<file path="src/rtl/uma_pkg.sv">
// Shared definitions for the unified memory arbiter: requester ids and parameter checks.
// UMA_DBG_PORT_EN selects whether the debug port takes part in arbitration.
package uma_pkg;

  typedef enum logic [1:0] {
    OWN_IF  = 2'd0,
    OWN_MEM = 2'd1,
    OWN_DBG = 2'd2
  } own_e;

  localparam int UMA_AW_DEF = 8;
  localparam int UMA_NREQ   = 3;

  // Only single- and double-cycle RAM read latencies are supported.
  function automatic bit ram_lat_legal(input int lat);
    return (lat == 1) || (lat == 2);
  endfunction

`ifdef UMA_DBG_PORT_EN
  localparam own_e LAST_GNT_RST = OWN_DBG;
`else
  localparam own_e LAST_GNT_RST = OWN_MEM;
`endif

endpackage

</file>
<file path="src/rtl/uma_rr_pick.sv">
// Combinational 3-way round-robin picker: search starts at the requester after i_last.
// Order is IF -> MEM -> DBG -> IF; an out-of-range i_last restarts the search at IF.
module uma_rr_pick
  import uma_pkg::*;
(
  input  logic [2:0] i_req,
  input  own_e       i_last,
  output logic [2:0] o_gnt,
  output own_e       o_owner,
  output logic       o_any
);

  own_e w_first;
  own_e w_second;
  own_e w_third;

  always_comb begin
    w_first  = OWN_IF;
    w_second = OWN_MEM;
    w_third  = OWN_DBG;
    case (i_last)
      OWN_IF: begin
        w_first  = OWN_MEM;
        w_second = OWN_DBG;
        w_third  = OWN_IF;
      end
      OWN_MEM: begin
        w_first  = OWN_DBG;
        w_second = OWN_IF;
        w_third  = OWN_MEM;
      end
      default: ;
    endcase
  end

  always_comb begin
    o_gnt   = 3'b000;
    o_owner = OWN_IF;
    o_any   = 1'b0;
    if (i_req[w_first]) begin
      o_any   = 1'b1;
      o_owner = w_first;
    end else if (i_req[w_second]) begin
      o_any   = 1'b1;
      o_owner = w_second;
    end else if (i_req[w_third]) begin
      o_any   = 1'b1;
      o_owner = w_third;
    end
    if (o_any) o_gnt[o_owner] = 1'b1;
  end

endmodule

</file>
<file path="src/rtl/unified_mem_arbiter.sv">
// Shares one single-port synchronous RAM between IF, MEM and DBG requesters.
// Define UMA_DBG_PORT_EN to let the debug port arbitrate; otherwise it is tied off.
module unified_mem_arbiter
  import uma_pkg::*;
#(
  parameter int AW      = UMA_AW_DEF,
  parameter int RAM_LAT = 1
) (
  input  logic          clk,
  input  logic          resetn,
  input  logic          if_req,
  input  logic [31:0]   if_addr,
  output logic          if_gnt,
  output logic          if_rvalid,
  output logic [31:0]   if_rdata,
  input  logic          mem_req,
  input  logic [31:0]   mem_addr,
  input  logic [3:0]    mem_wen,
  input  logic [31:0]   mem_wdata,
  output logic          mem_gnt,
  output logic          mem_rvalid,
  output logic [31:0]   mem_rdata,
  input  logic          dbg_req,
  input  logic [31:0]   dbg_addr,
  output logic          dbg_gnt,
  output logic          dbg_rvalid,
  output logic [31:0]   dbg_rdata,
  output logic          ram_en,
  output logic [3:0]    ram_wen,
  output logic [AW-1:0] ram_addr,
  output logic [31:0]   ram_wdata,
  input  logic [31:0]   ram_rdata,
  output logic          busy
);

  if (!ram_lat_legal(RAM_LAT)) begin : g_bad_lat
    $error("unified_mem_arbiter: RAM_LAT must be 1 or 2");
  end

  logic       w_dbg_req;
  logic [2:0] w_req;
  logic [2:0] w_pick;
  logic [2:0] w_gnt;
  own_e       w_owner;
  logic       w_any;
  logic       w_grant;
  logic       w_is_wr;
  logic       w_rd_push;
  logic [31:0] w_addr;
  logic       w_unused;

  own_e               r_last_gnt;
  logic [RAM_LAT-1:0] r_pipe_vld;
  own_e               r_pipe_own [RAM_LAT];

`ifdef UMA_DBG_PORT_EN
  assign w_dbg_req = dbg_req;
`else
  assign w_dbg_req = 1'b0;
`endif

  assign w_req = {w_dbg_req, mem_req, if_req};

  uma_rr_pick u_pick (
    .i_req   (w_req),
    .i_last  (r_last_gnt),
    .o_gnt   (w_pick),
    .o_owner (w_owner),
    .o_any   (w_any)
  );

  // Reset gates grants combinationally so nothing reaches the RAM while resetn is low.
  assign w_gnt   = w_pick & {3{resetn}};
  assign w_grant = w_any & resetn;

  assign if_gnt  = w_gnt[OWN_IF];
  assign mem_gnt = w_gnt[OWN_MEM];
`ifdef UMA_DBG_PORT_EN
  assign dbg_gnt = w_gnt[OWN_DBG];
`else
  assign dbg_gnt = 1'b0;
`endif

  always_comb begin
    case (w_owner)
      OWN_MEM: w_addr = mem_addr;
      OWN_DBG: w_addr = dbg_addr;
      default: w_addr = if_addr;
    endcase
  end

  assign w_is_wr   = w_gnt[OWN_MEM] && (mem_wen != 4'b0000);
  assign w_rd_push = w_grant && !w_is_wr;

  assign ram_en    = w_grant;
  assign ram_wen   = w_gnt[OWN_MEM] ? mem_wen : 4'b0000;
  assign ram_addr  = w_addr[AW+1:2];
  assign ram_wdata = mem_wdata;

  always_ff @(posedge clk or negedge resetn) begin
    if (!resetn) begin
      r_last_gnt <= LAST_GNT_RST;
    end else if (w_grant) begin
      r_last_gnt <= w_owner;
    end
  end

  // Response pipeline: one stage per RAM latency cycle, entry exits with the RAM data.
  always_ff @(posedge clk or negedge resetn) begin
    if (!resetn) begin
      r_pipe_vld <= '0;
    end else begin
      r_pipe_vld[0] <= w_rd_push;
      for (int i = 1; i < RAM_LAT; i++) begin
        r_pipe_vld[i] <= r_pipe_vld[i-1];
      end
    end
  end

  always_ff @(posedge clk) begin
    r_pipe_own[0] <= w_owner;
    for (int i = 1; i < RAM_LAT; i++) begin
      r_pipe_own[i] <= r_pipe_own[i-1];
    end
  end

  assign if_rvalid  = r_pipe_vld[RAM_LAT-1] && (r_pipe_own[RAM_LAT-1] == OWN_IF);
  assign mem_rvalid = r_pipe_vld[RAM_LAT-1] && (r_pipe_own[RAM_LAT-1] == OWN_MEM);
`ifdef UMA_DBG_PORT_EN
  assign dbg_rvalid = r_pipe_vld[RAM_LAT-1] && (r_pipe_own[RAM_LAT-1] == OWN_DBG);
`else
  assign dbg_rvalid = 1'b0;
`endif

  assign if_rdata  = ram_rdata;
  assign mem_rdata = ram_rdata;
  assign dbg_rdata = ram_rdata;

  assign busy = |r_pipe_vld;

`ifdef UMA_DBG_PORT_EN
  assign w_unused = ^{w_addr[31:AW+2], w_addr[1:0]};
`else
  assign w_unused = ^{w_addr[31:AW+2], w_addr[1:0], dbg_req, w_gnt[OWN_DBG]};
`endif

endmodule

</file>
<file path="config.mk">
export PLATFORM = sky130hd
export DESIGN_NAME = unified_mem_arbiter
export DESIGN_NICKNAME = d
export VERILOG_FILES = /design/src/rtl/uma_pkg.sv /design/src/rtl/uma_rr_pick.sv /design/src/rtl/unified_mem_arbiter.sv
export SDC_FILE = /design/constraint.sdc
export NUM_CORES = 1
export LEC_CHECK = 0
export ABC_AREA = 1
export BUFFER_PORTS_ARGS = -buffer_cell sky130_fd_sc_hd__buf_2
export CAP_MARGIN = 20
export CORE_AREA = 3 3 123 125
export DETAILED_ROUTE_END_ITERATION = 6
export DIE_AREA = 0 0 126 128
export HOLD_SLACK_MARGIN = 0.1
export PLACE_DENSITY_LB_ADDON = 0.05
export SLEW_MARGIN = 20
export SYNTH_ARGS = -nofsm -noshare
export SYNTH_HDL_FRONTEND = slang
export SYNTH_HIERARCHICAL = 1
export SYNTH_SLANG_ARGS = --single-unit
</file>
<file path="constraint.sdc">
create_clock -name clk -period 2.4 [get_ports clk]
set_input_delay 0.12 -clock clk [delete_from_list [all_inputs] [get_ports clk]]
set_output_delay 0.12 -clock clk [all_outputs]
set_load 0.01 [all_outputs]
</file>
==> impl_metrics.env <==
export IMPL_die_h_um=128
export IMPL_critical_path_class="reg2out"
export IMPL_power_density_nw_per_um2=1160
export IMPL_crit_fanout=6
export IMPL_fin_tns_setup_ns=0
export IMPL_via_count=940
export IMPL_grt_antenna_before_repair=0
export IMPL_timing_final_crit_share=0.915
export IMPL_n_antenna_cell=0
export IMPL_clkSinkCount=5
export IMPL_layout_nets=351
export IMPL_root_buffer="clkbuf_16"
export IMPL_worst_slack_ns=0.203
export IMPL_postSynthCellCount=249
export IMPL_period_needed_ns=2.20
export IMPL_arrival_ns=2.08
export IMPL_cts_buffers=3
export IMPL_gr_usage_all_layers=0.0412
export IMPL_die_w_um=126
export IMPL_avgViaCountPerCell=2.62
export IMPL_htree_levels=1
export IMPL_cts_buffer_depth=2
export IMPL_place_inst=354
export IMPL_pwr_share_seq=0.118
export IMPL_slew_viol_final=0
export IMPL_power_frac_comb=0.691
export IMPL_p_int_w=0.000778
export IMPL_hpwl_um=2970
export IMPL_rsz0062_at_grt="no"
export IMPL_p_leak_nw=0.678
export IMPL_clkTransAtPathRegs_ns=0.03
export IMPL_gp_congestion=0.641
export IMPL_grt_max_degree=9
export IMPL_drcViolationCount=0
export IMPL_num_fill_cells=1664
export IMPL_synthToLayoutAreaGrowth_pct=-22.3
export IMPL_finClkSkew_ns=0.00221
export IMPL_grt_pass1_vias=993
export IMPL_dieArea_um2=16100
export IMPL_switching_share=0.460
export IMPL_wire_per_inst_um=9.69
export IMPL_drt_total_wl_um=3480
export IMPL_crit_path_start_kind="register"
export IMPL_fin_util=0.0886
export IMPL_setup_viol_count_final=0
export IMPL_crit_required_ns=2.28
export IMPL_pwr_share_clk=0.191
export IMPL_ios=317
export IMPL_first_pass_iters=4
export IMPL_vdd_drop_max_mv=0.200
export IMPL_pre_cts_slack_ns=0.286
export IMPL_avgSynthCellArea_um2=6.41
export IMPL_grt_pass1_wl_um=5350
export IMPL_hold_violations=0
export IMPL_yosysWarnings=6
export IMPL_hold_slack_ns=0.170
export IMPL_port_buffers=49
export IMPL_start_util=0.114
export IMPL_finalNonFillerCells=359
export IMPL_drive_gt1_frac=0.380
export IMPL_drv_cap=0
export IMPL_worst_skew_pair_late_latency_ns=0.23
export IMPL_cts_tree="built"
export IMPL_grt_ovfl_total=0
export IMPL_fmax_mhz=455
export IMPL_endpoint_kind="output pin"
export IMPL_p_sw_w=0.000662
export IMPL_synth_area_um2=1600
export IMPL_core_area_um2=14000
export IMPL_ant_nets=0
export IMPL_rows=43
export IMPL_hp_class="in2reg"
export IMPL_drtIter0Drc=9
export IMPL_status="finished, final reports clean"
what timing repair did:
item	in CTS	in global routing
resized for setup	0	2
endpoints found under the setup margin	0	8
endpoints found under the hold margin	3	0
setup buffers	0	0
hold buffers	1	0
flip-flops by register name, indices dropped and copies added (netlist names):
name	flops
r_last_gnt	2
r_pipe_own	2
busy	1
worst max-delay path, cell delays in order (launching register included):
cell and delay [ns]:
dfstp_2 0.56, nor2_2 0.05, nand2_2 0.08, nand2_1 0.06, nor2_2 0.11, nand2_2 0.06, nand2_1 0.09, inv_1 0.07
ha_2 0.36, buf_12 0.16, nand2_1 0.06, nand2_1 0.05, buf_2 0.13
routing by layer:
layer  GRT usage  vias to the layer above  share of wire
met4      0.0240                        0          0.046
li1            -                      472              -
met1      0.0417                      392           0.33
met3      0.0167                       41           0.11
met2      0.0717                       35           0.51
met5           0                        -              0
layout make-up:
cell class                      instances  area (um2)  share of cell area
Tap cell                              180         225               0.182
Sequential cell                         5         116              0.0938
Clock buffer                            4        78.8              0.0636
Timing Repair Buffer                   56         325               0.262
Multi-Input combinational cell         97         425               0.343
Inverter                               17        68.8              0.0555
layout by cell type, fill, tap and decap left out, types with 3 or more instances in the layout:
cell and instances:
inv_1 15, buf_4 4, nand3_1 4, clkbuf_16 3, nand2_1 65, conb_1 4
buf_2 49, nor2_1 9
power by group through the flow:
stage / logic (W) / clock network [W] / registers (W)
final: 0.000995 / 0.000275 / 0.000170
after global routing: 0.00115 / 0.000287 / 0.000178
after CTS: 0.00101 / 0.000283 / 0.000172
after detailed placement: 0.00101 / 0 / 0.000173
after global placement: 0.00104 / 0 / 0.000178
after floorplan: 0.000779 / 0 / 0.000168
path summary, 6_finish.rpt:
check | start | cells after the start | slack, ns | end
max | r_last_gnt[0] | 12 | 0.20 | ram_addr[1]
min | mem_wen[1] | 4 | 0.17 | busy
max reg2reg | r_last_gnt[0] | 9 | 0.88 | r_last_gnt[1]
min reg2reg | r_last_gnt[0] | 2 | 0.51 | r_last_gnt[0]
max in group asynchronous | resetn | 2 | 1.91 | r_last_gnt[0]
min in group asynchronous | resetn | 2 | 0.27 | r_last_gnt[1]
stage by stage:
stage                     cell area, um2  power [W]
after floorplan                     1610   0.000947
after global placement              1150    0.00122
after detailed placement            1150    0.00118
after CTS                           1230    0.00147
after global routing                1240    0.00161
final                               1240    0.00144
No activity file was read; power rests on OpenSTA's default activity.
